File: src/rtl/timer_light_pkg.sv
// Shared types and helpers for the multi-channel timer light.
package timer_light_pkg;

   typedef enum logic [1:0] {
      OFF  = 2'd0,
      ON   = 2'd1,
      WARN = 2'd2
   } state_t;

   localparam int TIMER_W_MIN = 1;

   // Width of the per-channel down-counter; never below one bit.
   function automatic int timer_width(input int on_period);
      int w;
      w = $clog2(on_period);
      return (w < TIMER_W_MIN) ? TIMER_W_MIN : w;
   endfunction

endpackage

File: src/rtl/timer_light_channel.sv
// One timer-light channel: button edge detect, OFF/ON/WARN FSM, down-counter
// and registered-state output decode.
//
// state | meaning
// OFF   | light dark, waiting for a button rise
// ON    | light steady, timer counting down
// WARN  | last WARN_PERIOD cycles of the period, light blinking
module timer_light_channel
   import timer_light_pkg::*;
#(
   parameter int ON_PERIOD   = 30,
   parameter int WARN_PERIOD = 6,
   parameter int BLINK_HALF  = 2,
   parameter int RETRIGGER   = 1
) (
   input  logic clock,
   input  logic reset,
   input  logic all_off,
   input  logic push_btn,
   output logic light,
   output logic warn
);

   localparam int TW = timer_width(ON_PERIOD);
   localparam logic [TW-1:0] RELOAD = TW'(ON_PERIOD - 1);

   state_t        state;
   state_t        state_n;
   logic [TW-1:0] timer;
   logic [TW-1:0] timer_n;
   logic          push_q;
   logic          rise;
   int            blink_k;

   assign rise = push_btn & ~push_q;

   // A button held through reset must not look like a fresh press.
   always_ff @(posedge clock) begin
      if (reset) begin
         state  <= ON;
         timer  <= RELOAD;
         push_q <= 1'b1;
      end else begin
         state  <= state_n;
         timer  <= timer_n;
         push_q <= push_btn;
      end
   end

   always_comb begin
      state_n = state;
      timer_n = timer;
      if (all_off) begin
         state_n = OFF;
         timer_n = '0;
      end else if (state == OFF) begin
         if (rise) begin
            state_n = ON;
            timer_n = RELOAD;
         end
      end else if (state == WARN && rise) begin
         state_n = ON;
         timer_n = RELOAD;
      end else if (state == ON && rise && RETRIGGER != 0) begin
         state_n = ON;
         timer_n = RELOAD;
      end else if (timer == '0) begin
         state_n = OFF;
      end else begin
         timer_n = timer - 1'b1;
         state_n = (int'(timer_n) < WARN_PERIOD) ? WARN : ON;
      end
   end

   // k counts up from 0 on the first WARN cycle, so the blink starts dark.
   always_comb begin
      light   = 1'b0;
      warn    = 1'b0;
      blink_k = 0;
      case (state)
         ON: begin
            light = 1'b1;
         end
         WARN: begin
            warn    = 1'b1;
            blink_k = WARN_PERIOD - 1 - int'(timer);
            light   = ((blink_k / BLINK_HALF) % 2) == 1;
         end
         default: begin
            light = 1'b0;
         end
      endcase
   end

endmodule

File: src/rtl/timer_light_multi.sv
// N_CH independent timer-light channels sharing clock, reset and all_off.
module timer_light_multi
   import timer_light_pkg::*;
#(
   parameter int N_CH        = 4,
   parameter int ON_PERIOD   = 30,
   parameter int WARN_PERIOD = 6,
   parameter int BLINK_HALF  = 2,
   parameter int RETRIGGER   = 1
) (
   input  logic            clock,
   input  logic            reset,
   input  logic [N_CH-1:0] push_btn,
   input  logic            all_off,
   output logic [N_CH-1:0] light,
   output logic [N_CH-1:0] warn
);

   for (genvar i = 0; i < N_CH; i++) begin : g_ch
      timer_light_channel #(
         .ON_PERIOD   (ON_PERIOD),
         .WARN_PERIOD (WARN_PERIOD),
         .BLINK_HALF  (BLINK_HALF),
         .RETRIGGER   (RETRIGGER)
      ) u_ch (
         .clock    (clock),
         .reset    (reset),
         .all_off  (all_off),
         .push_btn (push_btn[i]),
         .light    (light[i]),
         .warn     (warn[i])
      );
   end

endmodule

File: config.mk
export PLATFORM = sky130hd
export DESIGN_NAME = timer_light_multi
export DESIGN_NICKNAME = d
export VERILOG_FILES = /design/src/rtl/timer_light_pkg.sv /design/src/rtl/timer_light_channel.sv /design/src/rtl/timer_light_multi.sv
export SDC_FILE = /design/constraint.sdc
export NUM_CORES = 1
export LEC_CHECK = 0
export CORE_MARGIN = 3
export CORE_UTILIZATION = 60
export CTS_CLUSTER_DIAMETER = 200
export CTS_CLUSTER_SIZE = 12
export DETAILED_ROUTE_END_ITERATION = 16
export PLACE_DENSITY_LB_ADDON = 0.15
export SLEW_MARGIN = 20
export SYNTH_ARGS = -nofsm -noshare
export SYNTH_HDL_FRONTEND = slang
export SYNTH_HIERARCHICAL = 1
export SYNTH_SLANG_ARGS = --single-unit
File: constraint.sdc
create_clock -name clock -period 2.22 [get_ports clock]
set_input_delay 0.444 -clock clock [delete_from_list [all_inputs] [get_ports clock]]
set_output_delay 0.444 -clock clock [all_outputs]
set_load 0.02 [all_outputs]
==> results.yml, run 1 <==
outcome:
  outcome: "completed"
floorplan:
  dieArea_um2: 5530
  start_util: 0.631
  coreArea_um2: 4440
  die_w_um: 74.3
  ios: 15
  placementRows: 24
  die_h_um: 74.3
logic_synthesis:
  syn-mean-instance-area_um2: 8.54
  ys_seq_area_frac: 0.229
  ys_warn_count: 6
  synth_compound_area_frac: 0.339
  synth_top_area_share: 0.229
  synthesis.area_um2: 2800
  synth_top_family_by_area: "compound AO/OA/AOI/OAI gates"
  synth-adder-area-share: 0.143
  synth_xor_area_frac: 0.0125
  syn_nets: 367
  synth_cell_types: 35
  ys_ff_latch: 32
  synthSimpleGateAreaFrac: 0.218
  ys.flop_type: "dfxtp_1"
  synth_common_cells: "32 x dfxtp_1, 32 x ha_1, 28 x a21oi_1"
  synth_mux_area_frac: 0
  netlist_top_cells_area: "dfxtp_1 23%, ha_1 14%, a21oi_1 5.0%"
  async_flop_share: 0
  synth.largest_area_cell: "dfxtp_1"
  synth-edff-count: 0
  synth_cells: 328
global_routing:
  grt_max_degree: 24
  grt_pass1_vias: 2464
  grt_pass1_wl_um: 10700
  antenna_found_initial: 0
  grt_overflow: 0
  grt.total_usage: 0.241
placement:
  io_buffers: 14
  dp_cells: 420
  dpl-instance-area_um2: 3190
  dpl.hpwl_um: 4730
  place.gp.congestion: 0.898
timing:
  final_max_slew_viol_count: 0
  skew_ns: 0.00377
  worst_pin_slew_ns: 0.401
  finalCritPeriodShare: 0.997
  max_freq_mhz: 452
  finalHoldViolations: 0
  maxSlewHeadroom: 0.732
  rsz0062_at_grt: "true"
  hold_slack_ns: 0.503
  min_period_ns: 2.21
  setup_violations: 0
pwr:
  peakVddDrop_v: 0.000520
  p_leak_nw: 1.42
  p_per_area_nw_per_um2: 526
  p_total_mw: 1.79
routing:
  drtAntennaViolNets: 0
  viasPerCell: 6.33
  num_vias: 2714
  drc: 0
  drt-total-wl_um: 6570
  drt-pass1-iter-count: 5
  first_iter_violations: 214
  wl_per_cell_um: 15.3
worst_setup_path:
  endpoint_kind: "output port"
  cp.arrival_ns: 1.77
  worst-setup-path-type: "flip-flop to output port"
  startpoint: "g_ch[2].u_ch/timer[1]"
  worst-endpoint-required_ns: 1.78
  worstPathMaxFanout: 3
  worstSetupStartpointType: "flip-flop"
  rr_startpoint: "g_ch[2].u_ch/timer[1]"
clocking:
  clock_tree.buffer_depth: 2
  worstSkewPairLatency_ns: 0.27
  cts_buffers: 5
  clk_pin_slew_ns: 0.07
  hold_buffers: 0
  root_buffer: "clkbuf_8"
  cts_tree: "built"
  cts_sinks: 32
  htree_num_levels: 2
min_path:
  hp-start: "g_ch[1].u_ch/state[1]"
  hold_path.class: "flip-flop to flip-flop"
finish:
  drive_gt1_frac: 0.257
  nets: 415
  fin_util: 0.764
  syn2layout_area_growth_pct: 21.1
  layout.cells.non_filler: 429
  final_cell_area_um2: 3390
  n_antenna_cell: 0
run:
  maxCapViolCount: 0
## critical path, cell delays in order, from the launching register on
cell and delay, ns:
dfxtp_2 0.33, ha_1 0.20, nor3_1 0.13, nor2_1 0.06, ha_1 0.18, nand2b_1 0.11, o21ai_0 0.10, a21oi_1 0.15
a21oi_1 0.08, buf_4 0.16
## metrics by stage
step	setup slack, ns	setup TNS [ns]
after floorplan	0.196	0
after global placement	-0.130	-0.441
after global routing	-0.106	-0.349
after CTS	0.00766	0
after detailed placement	-0.178	-0.610
final	0.00606	0
## final timing paths
path	endpoint	slack, ns	cells past startpoint
worst max-delay path	light[2]	0.006	9
worst min-delay path	g_ch[1].u_ch/state[1]	0.50	2
worst max register to register	g_ch[2].u_ch/state[0]	0.44	7
worst min register to register	g_ch[1].u_ch/state[1]	0.50	2
## kinds of logic after synthesis
| group | count (synthesis) |
|---|---|
| AND/OR/NAND/NOR | 100 |
| AO/OA/AOI/OAI | 128 |
| adder cells (fa/ha/maj) | 32 |
| buffers and inverters | 32 |
| flip-flops | 32 |
| XOR/XNOR | 4 |
## area by class of cell
type / count / area [um2]
multi-input combinational: 264 / 2090
fill: 328 / 1050
sequential: 32 / 663
timing repair buffer: 49 / 393
inverter: 24 / 90.1
clock buffer: 6 / 82.6
tap: 52 / 65.1
clock inverter: 2 / 10.0
## state kept, by name, summed over array words and instances (netlist names)
| name | cells |
|---|---|
| g_ch.u_ch/push_q | 4 |
| g_ch.u_ch/timer | 20 |
| g_ch.u_ch/state | 8 |
## cells in the final DEF, fill, tap and decap left out, types with 5 or more instances in the layout
cell type and n:
buf_4 39, nand2b_1 6, clkbuf_8 6, inv_1 24
dfxtp_1 24, nor2_1 24, clkdlybuf4s50_1 10, o21a_1 8
ha_1 27, o21ai_0 17, dfxtp_4 5, a21oi_1 28
nor3_1 12, o31ai_1 8, nand2_1 12, nor3b_1 9
a21o_1 8, a31oi_1 12
## metal layers
layer,share of wire,GRT usage
met1,0.44,0.305
met3,0.053,0.0459
met5,0,0
met4,0.013,0.0771
met2,0.50,0.412
## power by group
part	switching [mW]	internal [mW]	total [mW]
sequential	0.0332	0.616	0.649
clock	0.218	0.247	0.465
combinational	0.370	0.302	0.672
total	0.621	1.17	1.79
## timing repair
item | in CTS | in global routing
gates resized for setup | 33 | 20
buffers inserted | 0 | 1
endpoints found under the setup margin | 4 | 4
pin swaps | 4 | 7
No activity file was read; power rests on OpenSTA's default activity.
==> inputs of run 2 (changes only) <==
--- a/config.mk
+++ b/config.mk
@@ -5,12 +5,12 @@
 export SDC_FILE = /design/constraint.sdc
 export NUM_CORES = 1
 export LEC_CHECK = 0
-export CORE_MARGIN = 3
 export CORE_UTILIZATION = 60
 export CTS_CLUSTER_DIAMETER = 200
 export CTS_CLUSTER_SIZE = 12
 export DETAILED_ROUTE_END_ITERATION = 16
 export PLACE_DENSITY_LB_ADDON = 0.15
+export RECOVER_POWER = 50
 export SLEW_MARGIN = 20
 export SYNTH_ARGS = -nofsm -noshare
 export SYNTH_HDL_FRONTEND = slang
==> run 2 against run 1 <==
  * The run now ends with setup timing left
  * Critical path type unchanged
  * Clock skew increased by 0.0011 ns
  * Worst setup slack worse by 0.019 ns
  * Highest routed layer unchanged
  * Via count decreased by 1.3%
  * Final cell count is 0.23% higher
  * Global-route usage increased by 4.7 points
  * Total power decreased by 2.2%
==> results.yml, run 2 (synthesis gave the netlist of run 1 again) <==
placement:
  dpl.hpwl_um: 4780
  place.gp.congestion: 0.903
  dp_slack_ns: -0.212
  io_buffers: 14
  dp_cells: 422
min_path:
  hp-start: "g_ch[2].u_ch/state[1]"
  hold_path_depth: 2
  min_to: "g_ch[2].u_ch/state[1]"
  hold_path.class: "flip-flop to flip-flop"
worst_setup_path:
  worstPathMaxFanout: 3
  worst-endpoint-required_ns: 1.78
  endpoint_kind: "output port"
  r2r_cells: 7
  worst-setup-path-type: "flip-flop to output port"
  cp.arrival_ns: 1.79
  reg2reg_slack_ns: 0.39
  rr_startpoint: "g_ch[3].u_ch/timer[1]"
  rr_endpoint: "g_ch[3].u_ch/state[0]"
  worstSetupStartpointType: "flip-flop"
pwr:
  p_total_mw: 1.75
  p_clk_frac: 0.241
  combinationalPowerShare: 0.387
  p_sw_mw: 0.615
  intPower_mw: 1.13
  p_leak_nw: 1.40
  p_sw_frac: 0.352
  p_per_area_nw_per_um2: 515
  power_frac_seq: 0.372
  peakVddDrop_v: 0.000431
timing:
  rsz0062_at_grt: "true"
  finalHoldViolations: 0
  finalCritPeriodShare: 1.01
  worst_pin_slew_ns: 0.655
  setup_tns_ns: -0.0128
  hold_slack_ns: 0.512
  maxSlewHeadroom: 0.563
  timing.final.ws_setup_ns: -0.0128
  final_max_slew_viol_count: 0
  skew_ns: 0.00484
  setup_violations: 1
  max_freq_mhz: 448
  min_period_ns: 2.23
routing:
  wl_per_cell_um: 15.6
  num_vias: 2678
  drt-total-wl_um: 6700
  drt-pass1-iter-count: 5
  drtAntennaViolNets: 0
  viasPerCell: 6.23
  first_iter_violations: 359
  drc: 0
floorplan:
  die_h_um: 70.3
  placementRows: 24
  dieArea_um2: 4950
  ios: 15
  coreArea_um2: 4410
  die_w_um: 70.3
  start_util: 0.635
finish:
  final_common_cell: "buf_4"
  final_cell_mix: "37 x buf_4, 28 x a21oi_1, 25 x ha_1, 25 x dfxtp_1"
  largest_register_ffs: 20
  n_antenna_cell: 0
  layout.cells.non_filler: 430
  drive_gt1_frac: 0.254
  syn2layout_area_growth_pct: 21.1
  nets: 417
  reg.largest.list: "g_ch.u_ch/timer x20, g_ch.u_ch/state x8, g_ch.u_ch/push_q x4"
  regMostFlops: "g_ch.u_ch/timer"
  fillers: 333
clocking:
  htree_num_levels: 2
  root_buffer: "clkbuf_8"
  hold_buffers: 0
  cts_buffers: 5
  clock_tree.buffer_depth: 2
  cts_tree: "built"
  clk_pin_slew_ns: 0.07
  worstSkewPairLatency_ns: 0.28
  cts_sinks: 32
global_routing:
  grt_max_degree: 25
  grt_pass1_wl_um: 11500
  antenna_found_initial: 0
  grt_overflow: 0
  grt_pass1_vias: 2494
  grt.total_usage: 0.288
outcome:
  outcome: "complete, but fails checks"
  violations: "setup timing"
run:
  maxCapViolCount: 0
-- run 2: stage by stage --
stage	area, um2	util
2_1_floorplan	2800	-
3_3_place_gp	3200	0.726
3_5_place_dp	3200	0.726
4_1_cts	3320	0.753
5_1_grt	3390	0.769
6_report	3390	0.769
-- run 2: critical path: stages, from the launching register on --
cell,delay (ns)
dfxtp_4,0.37
ha_4,0.14
nor3_2,0.04
nor2_1,0.12
ha_2,0.21
nand2b_4,0.07
nor3b_2,0.17
a31oi_1,0.09
a21oi_1,0.14
buf_4,0.16
-- run 2: power groups by stage --
stage          logic [mW]  clock network (mW)  registers (mW)
3_3_place_gp        0.645                   0           0.656
5_1_grt             0.744               0.459           0.655
4_1_cts             0.660               0.432           0.648
6_report            0.676               0.421           0.651
2_1_floorplan       0.455                   0           0.668
3_5_place_dp        0.657                   0           0.658
-- run 2: worst max path at each step --
stage                          start        to  cells past startpoint
2_1_floorplan  g_ch[0].u_ch/timer[3]  light[0]                      8
3_3_place_gp   g_ch[1].u_ch/timer[2]  light[1]                      9
3_5_place_dp   g_ch[1].u_ch/timer[2]  light[1]                      9
4_1_cts        g_ch[1].u_ch/timer[1]  light[1]                      9
5_1_grt        g_ch[3].u_ch/timer[2]  light[3]                      9
6_report       g_ch[1].u_ch/timer[1]  light[1]                      9
-- run 2: timing repair --
action,in CTS,in global routing
setup endpoints to repair,4,4
setup buffers,0,1
resized for setup,37,21
pin swaps,7,14
-- run 2: per-layer routing --
metal / share of wire / global-route usage
met2: 0.49 / 0.495
met5: 0 / 0
met3: 0.046 / 0.0491
met1: 0.44 / 0.362
met4: 0.016 / 0.0933
-- run 2: area by class of cell --
class	count	area (um2)	area share
clock buffers	6	72.6	0.0214
clock inverters	1	5.00	0.00147
inverters	24	90.1	0.0265
multi-input cells	264	2110	0.621
flip-flops and latches	32	662	0.195
well taps	52	65.1	0.0192
repair buffers	51	393	0.116
